**src/rtl/time_counter.sv**
```systemverilog
// Current-time keeper: HH:MM in BCD, 24-hour, with validated loads,
// colon blink and end-of-day wrap pulse.
module time_counter (
  input  logic       clock,
  input  logic       reset_n,
  input  logic       one_minute,
  input  logic       one_second,
  input  logic       load_new_c,
  input  logic [3:0] new_current_time_ms_hr,
  input  logic [3:0] new_current_time_ls_hr,
  input  logic [3:0] new_current_time_ms_min,
  input  logic [3:0] new_current_time_ls_min,
  output logic [3:0] current_time_ms_hr,
  output logic [3:0] current_time_ls_hr,
  output logic [3:0] current_time_ms_min,
  output logic [3:0] current_time_ls_min,
  output logic       colon,
  output logic       day_wrap,
  output logic       load_error
);

  localparam int unsigned DW = 4;

  logic [DW-1:0] r_ms_hr, r_ls_hr, r_ms_min, r_ls_min;
  logic          r_colon, r_day_wrap, r_load_error;

  logic          w_fmt_ok, w_load_ok, w_load_bad;
  logic          w_min_carry, w_hr_carry, w_wrap;
  logic [DW-1:0] w_inc_ms_hr, w_inc_ls_hr, w_inc_ms_min, w_inc_ls_min;

  // Load validation: legal 24-hour BCD time only
  always_comb begin
    w_fmt_ok = (new_current_time_ms_hr  <= DW'(2)) &&
               (new_current_time_ls_hr  <= DW'(9)) &&
               !((new_current_time_ms_hr == DW'(2)) && (new_current_time_ls_hr > DW'(3))) &&
               (new_current_time_ms_min <= DW'(5)) &&
               (new_current_time_ls_min <= DW'(9));
    w_load_ok = load_new_c && w_fmt_ok;
    // A wrap coinciding with a rejected load reports only the wrap
    w_load_bad = load_new_c && !w_fmt_ok && !(one_minute && w_wrap);
  end

  // One-minute increment with BCD carries and 23:59 -> 00:00 wrap
  always_comb begin
    w_min_carry  = (r_ls_min == DW'(9));
    w_hr_carry   = w_min_carry && (r_ms_min == DW'(5));
    w_wrap       = w_hr_carry && (r_ms_hr == DW'(2)) && (r_ls_hr == DW'(3));

    w_inc_ls_min = w_min_carry ? '0 : r_ls_min + DW'(1);
    w_inc_ms_min = r_ms_min;
    w_inc_ls_hr  = r_ls_hr;
    w_inc_ms_hr  = r_ms_hr;

    if (w_min_carry) begin
      w_inc_ms_min = (r_ms_min == DW'(5)) ? '0 : r_ms_min + DW'(1);
    end
    if (w_hr_carry) begin
      if (w_wrap) begin
        w_inc_ms_hr = '0;
        w_inc_ls_hr = '0;
      end else if (r_ls_hr == DW'(9)) begin
        w_inc_ls_hr = '0;
        w_inc_ms_hr = r_ms_hr + DW'(1);
      end else begin
        w_inc_ls_hr = r_ls_hr + DW'(1);
      end
    end
  end

  always_ff @(posedge clock or negedge reset_n) begin
    if (!reset_n) begin
      r_ms_hr      <= '0;
      r_ls_hr      <= '0;
      r_ms_min     <= '0;
      r_ls_min     <= '0;
      r_colon      <= 1'b0;
      r_day_wrap   <= 1'b0;
      r_load_error <= 1'b0;
    end else begin
      r_day_wrap   <= 1'b0;
      r_load_error <= w_load_bad;
      if (w_load_ok) begin
        r_ms_hr  <= new_current_time_ms_hr;
        r_ls_hr  <= new_current_time_ls_hr;
        r_ms_min <= new_current_time_ms_min;
        r_ls_min <= new_current_time_ls_min;
        r_colon  <= 1'b0;
      end else begin
        if (one_minute) begin
          r_ms_hr    <= w_inc_ms_hr;
          r_ls_hr    <= w_inc_ls_hr;
          r_ms_min   <= w_inc_ms_min;
          r_ls_min   <= w_inc_ls_min;
          r_day_wrap <= w_wrap;
        end
        if (one_second) begin
          r_colon <= ~r_colon;
        end
      end
    end
  end

  assign current_time_ms_hr  = r_ms_hr;
  assign current_time_ls_hr  = r_ls_hr;
  assign current_time_ms_min = r_ms_min;
  assign current_time_ls_min = r_ls_min;
  assign colon               = r_colon;
  assign day_wrap            = r_day_wrap;
  assign load_error          = r_load_error;

endmodule

```
**config.mk**
```make
export PLATFORM = sky130hd
export DESIGN_NAME = time_counter
export DESIGN_NICKNAME = d
export VERILOG_FILES = /design/src/rtl/time_counter.sv
export SDC_FILE = /design/constraint.sdc
export NUM_CORES = 1
export LEC_CHECK = 0
export BUFFER_PORTS_ARGS = -buffer_cell sky130_fd_sc_hd__buf_2
export CAP_MARGIN = 20
export CORE_UTILIZATION = 50
export CTS_BUF_LIST = sky130_fd_sc_hd__clkbuf_4 sky130_fd_sc_hd__clkbuf_8 sky130_fd_sc_hd__clkbuf_16
export DETAILED_ROUTE_END_ITERATION = 10
export PLACE_DENSITY = 0.79
export RECOVER_POWER = 25
export SLEW_MARGIN = 20
export SYNTH_ARGS = -nofsm -noshare
export SYNTH_HDL_FRONTEND = slang
export SYNTH_SLANG_ARGS = --single-unit
```
**constraint.sdc**
```tcl
create_clock -name clock -period 2.4 [get_ports clock]
set_clock_uncertainty 0.15 [all_clocks]
set_input_delay 0.48 -clock clock [delete_from_list [all_inputs] [get_ports clock]]
set_output_delay 0.48 -clock clock [all_outputs]
set_load 0.02 [all_outputs]
```
# After elaboration in Yosys (flattened, before gate mapping)
# Cells that the tools add are included.
dict set report word_totals {
  ff_bits 19
  in_bits 21
  out_inout_bits 19
  elab_cells 67
}
dict set report classes {
  addsub 4
  n_lt_le_gt_ge 5
  eq_ne 6
  muxes 21
  bitwise_logic 1
  reduce_logical 23
}
# operator count
set ops {}
lappend ops {{2-to-1 mux 4 bit} 17}
lappend ops {{adder 4 x 1 -> 4 bit (second input constant)} 4}
lappend ops {{equality test 4 x 2 -> 1 bit (second input constant)} 3}
lappend ops {{logical AND 1 bit} 12}
lappend ops {{equality test 4 bit (second input constant)} 2}
lappend ops {{less-or-equal comparator 4 bit (second input constant)} 2}
lappend ops {{nonzero test 2 bit} 4}
lappend ops {{equality test 4 x 3 -> 1 bit (second input constant)} 1}
lappend ops {{greater-than comparator 4 x 2 -> 1 bit (second input constant)} 1}
lappend ops {{less-or-equal comparator 4 x 2 -> 1 bit (second input constant)} 1}
lappend ops {{less-or-equal comparator 4 x 3 -> 1 bit (second input constant)} 1}
lappend ops {{2-to-1 mux 1 bit} 4}
lappend ops {{AND reduction 2 bit} 2}
lappend ops {{logical NOT 1 bit} 3}
lappend ops {{AND reduction 3 bit} 1}
lappend ops {{nonzero test 3 bit} 1}
lappend ops {{NOT 1 bit} 1}

# Longest topological paths before layout
dict set report depth {
  word_depth 9
  depth_mapped 6
  depth_no_buf 6
}

# Worst setup path before layout
# No wires, ideal clock.
dict set report synth_path {
  path_type {register to register}
  from {register r_ms_hr[0], in the netlist current_time_ms_hr[0]}
  to {register r_ms_hr[3], in the netlist current_time_ms_hr[3]}
  setup_time_ns 0.078
  arrival_ns 1.653
  required_ns 2.172
  path_slack_ns 0.519
  path_stages_with_launch 7
  path_buffers 0
  synth_period_minus_slack_ns 1.881
  path_cell_list {dfrtp_1 > inv_1 > ha_1 > nor4b_4 > a21oi_2 > or4b_1 > a21oi_1}
}
dict set report synth_between {
  elab_chain_cells 7
  elab_cells_between_ends 11
  cone_classes {add/sub: 1; eq/ne: 1; mux: 5; reduce/logical: 4}
}
# element line
set synth_rtl {}
lappend synth_rtl {{start, declared} 24} ;# logic [DW-1:0] r_ms_hr, r_ls_hr, r_ms_min, r_ls_min;
lappend synth_rtl {{start signal, assigned} 83} ;# r_ms_hr <= new_current_time_ms_hr;
lappend synth_rtl {{start signal, assigned} 90} ;# r_ms_hr <= w_inc_ms_hr;
lappend synth_rtl {{branches (longest 7 deep; another with adder 4 x 1 -> 4 bit)} -}
# Parallel ways; which one is timed is not known. The select of a mux whose other input is x is not followed.
# A chain may end at the register's enable or synchronous reset.

# Final worst setup path
# Same ends and word-level chain as after synthesis.

==> flow_metrics.tcl <==
set metrics [dict create \
    first_pass_grt_wire_length_um 5270 \
    power.density_nw_per_um2 964 \
    cellLeakagePower_nw 0.657 \
    grtUsageTotal_pct 26.7 \
    detail_route.wirelength_um 3050 \
    worst_r2r_path_cells 6 \
    postSynth.asyncResetShare_pct 100 \
    start_util_pct 55.0 \
    die_area_um2 2730 \
    hpwl_um 2340 \
    capture_endpoint_of_the_worst_hold_path "load_error$_DFF_PN0_" \
    synthCells 128 \
    max_slew.worst_pin.slew_ns 1.11 \
    timing.rr.start "current_time_ms_hr[0]$_DFFE_PN0P_" \
    dr.pass1.iters 4 \
    setup_repair_after_global_routing_missed_its_margin "false" \
    drc_errors 0 \
    reg2reg_setup_slack_ns 0.38 \
    synth-edff-count 0 \
    final_nets 196 \
    synth.avg_cell_area_um2 9.86 \
    maxSlewHeadroom_pct 26.3 \
    postRouteAntennaNets 0 \
    synth_seq_cells 19 \
    kind_of_start_point_of_the_critical_path "flop" \
    route.detailed.wl_per_inst_um 15.4 \
    finalCriticalPeriod_ns 2.02 \
    floorplan.io_pins 40 \
    timing.hold.ws_ns 0.264 \
    crit_path_max_incr_delay_ns 0.48 \
    detail_route.iter0.violations 37 \
    combined_area_of_all_synthesized_cells_um2 1260 \
    synth_nets 153 \
    rr_endpoint "current_time_ms_hr[3]$_DFFE_PN0P_" \
    status "completed" \
    kind_of_path_behind_the_tightest_hold_check "in2reg" \
    detailroute.via_count 1206 \
    grt_met2_usage_pct 44.2 \
    clock_sinks 19 \
    n_antenna_cell 0 \
    worstPathRequired_ns 2.48 \
    overflow_left_after_global_routing 0 \
    global_route.usage.met1_pct 33.8 \
    timing.hold.worst.start "load_new_c" \
    worst_path_arrival_time_ns 2.11 \
    report.final.setup_viol 0 \
    synth_seq_area_share_pct 37.7 \
    clk-insertion-delay-late_ns 0.30 \
    crit_path_max_fanout 7 \
    grt_antenna_before_repair 0 \
    timing.critical_path.to_type "flop" \
    upper_clock_frequency_limit_ghz 0.495 \
    critical_path_class "reg2reg" \
    vias_per_cell 6.09 \
    vdd_ir_drop_max_mv 0.667 \
    path_buf_inv 1 \
    layout.filler_cells 200 \
    report.final.slew_viol_count 0 \
    critical_path.cell_chain "inv_1 -> ha_1 -> nor4b_4 -> a21oi_2 -> or4b_1 -> a21oi_1" \
    gr-max-usage-layer "met2" \
    floorplan.die.width_um 52.3 \
    grt_max_degree 20 \
    critPathTopFamily "simple AND/OR/NAND/NOR gates" \
    finalCritPeriodShare_pct 84.2 \
    post_route_cells_drive_above_1_share_pct 32.4 \
    clkSlewWorstSetupHoldPaths_ns 0.11 \
    area.growth.synth_to_final_pct 20.1 \
    die_height_um 52.3 \
    cts_buffers 3 \
    cts-root-to-sink-buffers 2 \
    tritoncts_clock_tree "done" \
    timing.setup.tns_ns 0 \
    htree_levels 1 \
    mostFrequentLayoutCells "sky130_fd_sc_hd__buf_2, sky130_fd_sc_hd__dfrtp_1, sky130_fd_sc_hd__nor3_1, sky130_fd_sc_hd__a21oi_1" \
    gp_congestion 0.870 \
    cts_root_cell "sky130_fd_sc_hd__clkbuf_4" \
    row_count 17 \
    yosysWarnings 0 \
    buffer_ports.inserted 39 \
    fp.coreArea_um2 2300 \
    synth_cell_types 43 \
    gr-usage-met3_pct 4.35 \
    cap_violations 0 \
    timing.final.hold_violations 0 \
    first_global_vias 1173 \
    yosys_most_used_dff "sky130_fd_sc_hd__dfrtp_1" \
    timing.critical_path.slowest_stage_cell "sky130_fd_sc_hd__or4b_1" \
    most_common_cell_after_layout_fill_and_taps_aside "sky130_fd_sc_hd__buf_2" \
    hold_depth 2 \
]
[flip-flops by register name, summed over array words and instances (netlist names)]
name and cells:
colon 1, current_time_ls_hr 4, current_time_ls_min 4, current_time_ms_hr 4, current_time_ms_min 4, day_wrap 1, load_error 1
[metrics by stage]
step,util [%],worst slack [ns],cell area (um^2),power (mW),instances
final,66.0,0.378,1520,1.46,198
after global routing,66.0,0.282,1520,1.57,198
after CTS,66.1,0.380,1520,1.47,198
after detailed placement,64.3,0.277,1480,1.28,193
after global placement,64.3,0.361,1480,1.26,193
after floorplan,-,0.519,1260,1.07,128
[synth_stat cells (all sizes together), types with 2 or more instances]
master   n  area, um^2
nor2     8        32.5
o21ai    7        35.0
or3b     2        17.5
clkbuf   2        7.51
nand4b   2        17.5
dfrtp   19         475
inv      3        11.3
nor2b    3        18.8
buf      2        22.5
and3     2        12.5
nand3    7        45.0
nor3    15        86.3
or4b     2        20.0
a21oi   10        53.8
a31oi    7        43.8
nand4    2        12.5
nand2    5        18.8
nor3b    3        45.1
xnor2    5        43.8
nand3b   3        22.5
ha       4        50.1
nor4     2        27.5
[layout make-up]
class	count	area, um^2	share of cell area [%]
well taps	28	35.0	2.31
multi-input cells	102	746	49.2
repair buffers	42	219	14.4
inverters	3	11.3	0.743
clock buffers	4	30.0	1.98
flip-flops and latches	19	475	31.4
[kinds of logic (layout without fill, tap and decap cells)]
| family | count (synthesis) | after routing | synth area share [%] |
|---|---|---|---|
| fa+ha+maj | 4 | 4 | 3.96 |
| flops | 19 | 19 | 37.7 |
| simple gates | 60 | 60 | 33.4 |
| buf+inv | 7 | 49 | 3.27 |
| mux | 1 | 1 | 0.793 |
| compound gates | 31 | 31 | 16.7 |
| xor+xnor | 6 | 6 | 4.16 |
[where the power goes]
group          leakage [nW]  internal [mW]  switching (mW)
sequential            0.230          0.426           0.170
combinational         0.409          0.287           0.398
clock                0.0184         0.0762           0.106
total                 0.657          0.789           0.673
[how the worst max path moves through the flow]
stage               cells after the start  slack [ns]                            endpoint                               from
floorplan                               6        0.52   current_time_ms_hr[3]$_DFFE_PN0P_  current_time_ms_hr[0]$_DFFE_PN0P_
CTS                                     6        0.38   current_time_ms_hr[3]$_DFFE_PN0P_  current_time_ms_hr[0]$_DFFE_PN0P_
global route                            6        0.28   current_time_ms_hr[3]$_DFFE_PN0P_  current_time_ms_hr[0]$_DFFE_PN0P_
detailed placement                      5        0.28  current_time_ms_min[2]$_DFFE_PN0P_         new_current_time_ms_min[2]
finish                                  6        0.38   current_time_ms_hr[3]$_DFFE_PN0P_  current_time_ms_hr[0]$_DFFE_PN0P_
global placement                        5        0.36   current_time_ms_hr[0]$_DFFE_PN0P_         new_current_time_ms_min[2]
[routing by layer]
layer  up-vias  part of all wire [%]
li1        569                     -
met1       580                    43
met2        52                    50
met3         5                   5.4
met4         0                   1.4
met5         -                     0
[repair_timing]
action	CTS	global route
gates resized for setup	0	0
setup buffers	0	0
hold buffers	1	0
hold endpoints to repair	19	0
endpoints found under the setup margin	0	0
[worst reg2reg max path, cell delays in order (launching register included)]
cell and delay (ns):
sky130_fd_sc_hd__dfrtp_1 0.44, sky130_fd_sc_hd__inv_1 0.10, sky130_fd_sc_hd__ha_1 0.16, sky130_fd_sc_hd__nor4b_4 0.29, sky130_fd_sc_hd__a21oi_2 0.16, sky130_fd_sc_hd__or4b_1 0.48
sky130_fd_sc_hd__a21oi_1 0.17
Power figures use the tool's default switching activity.
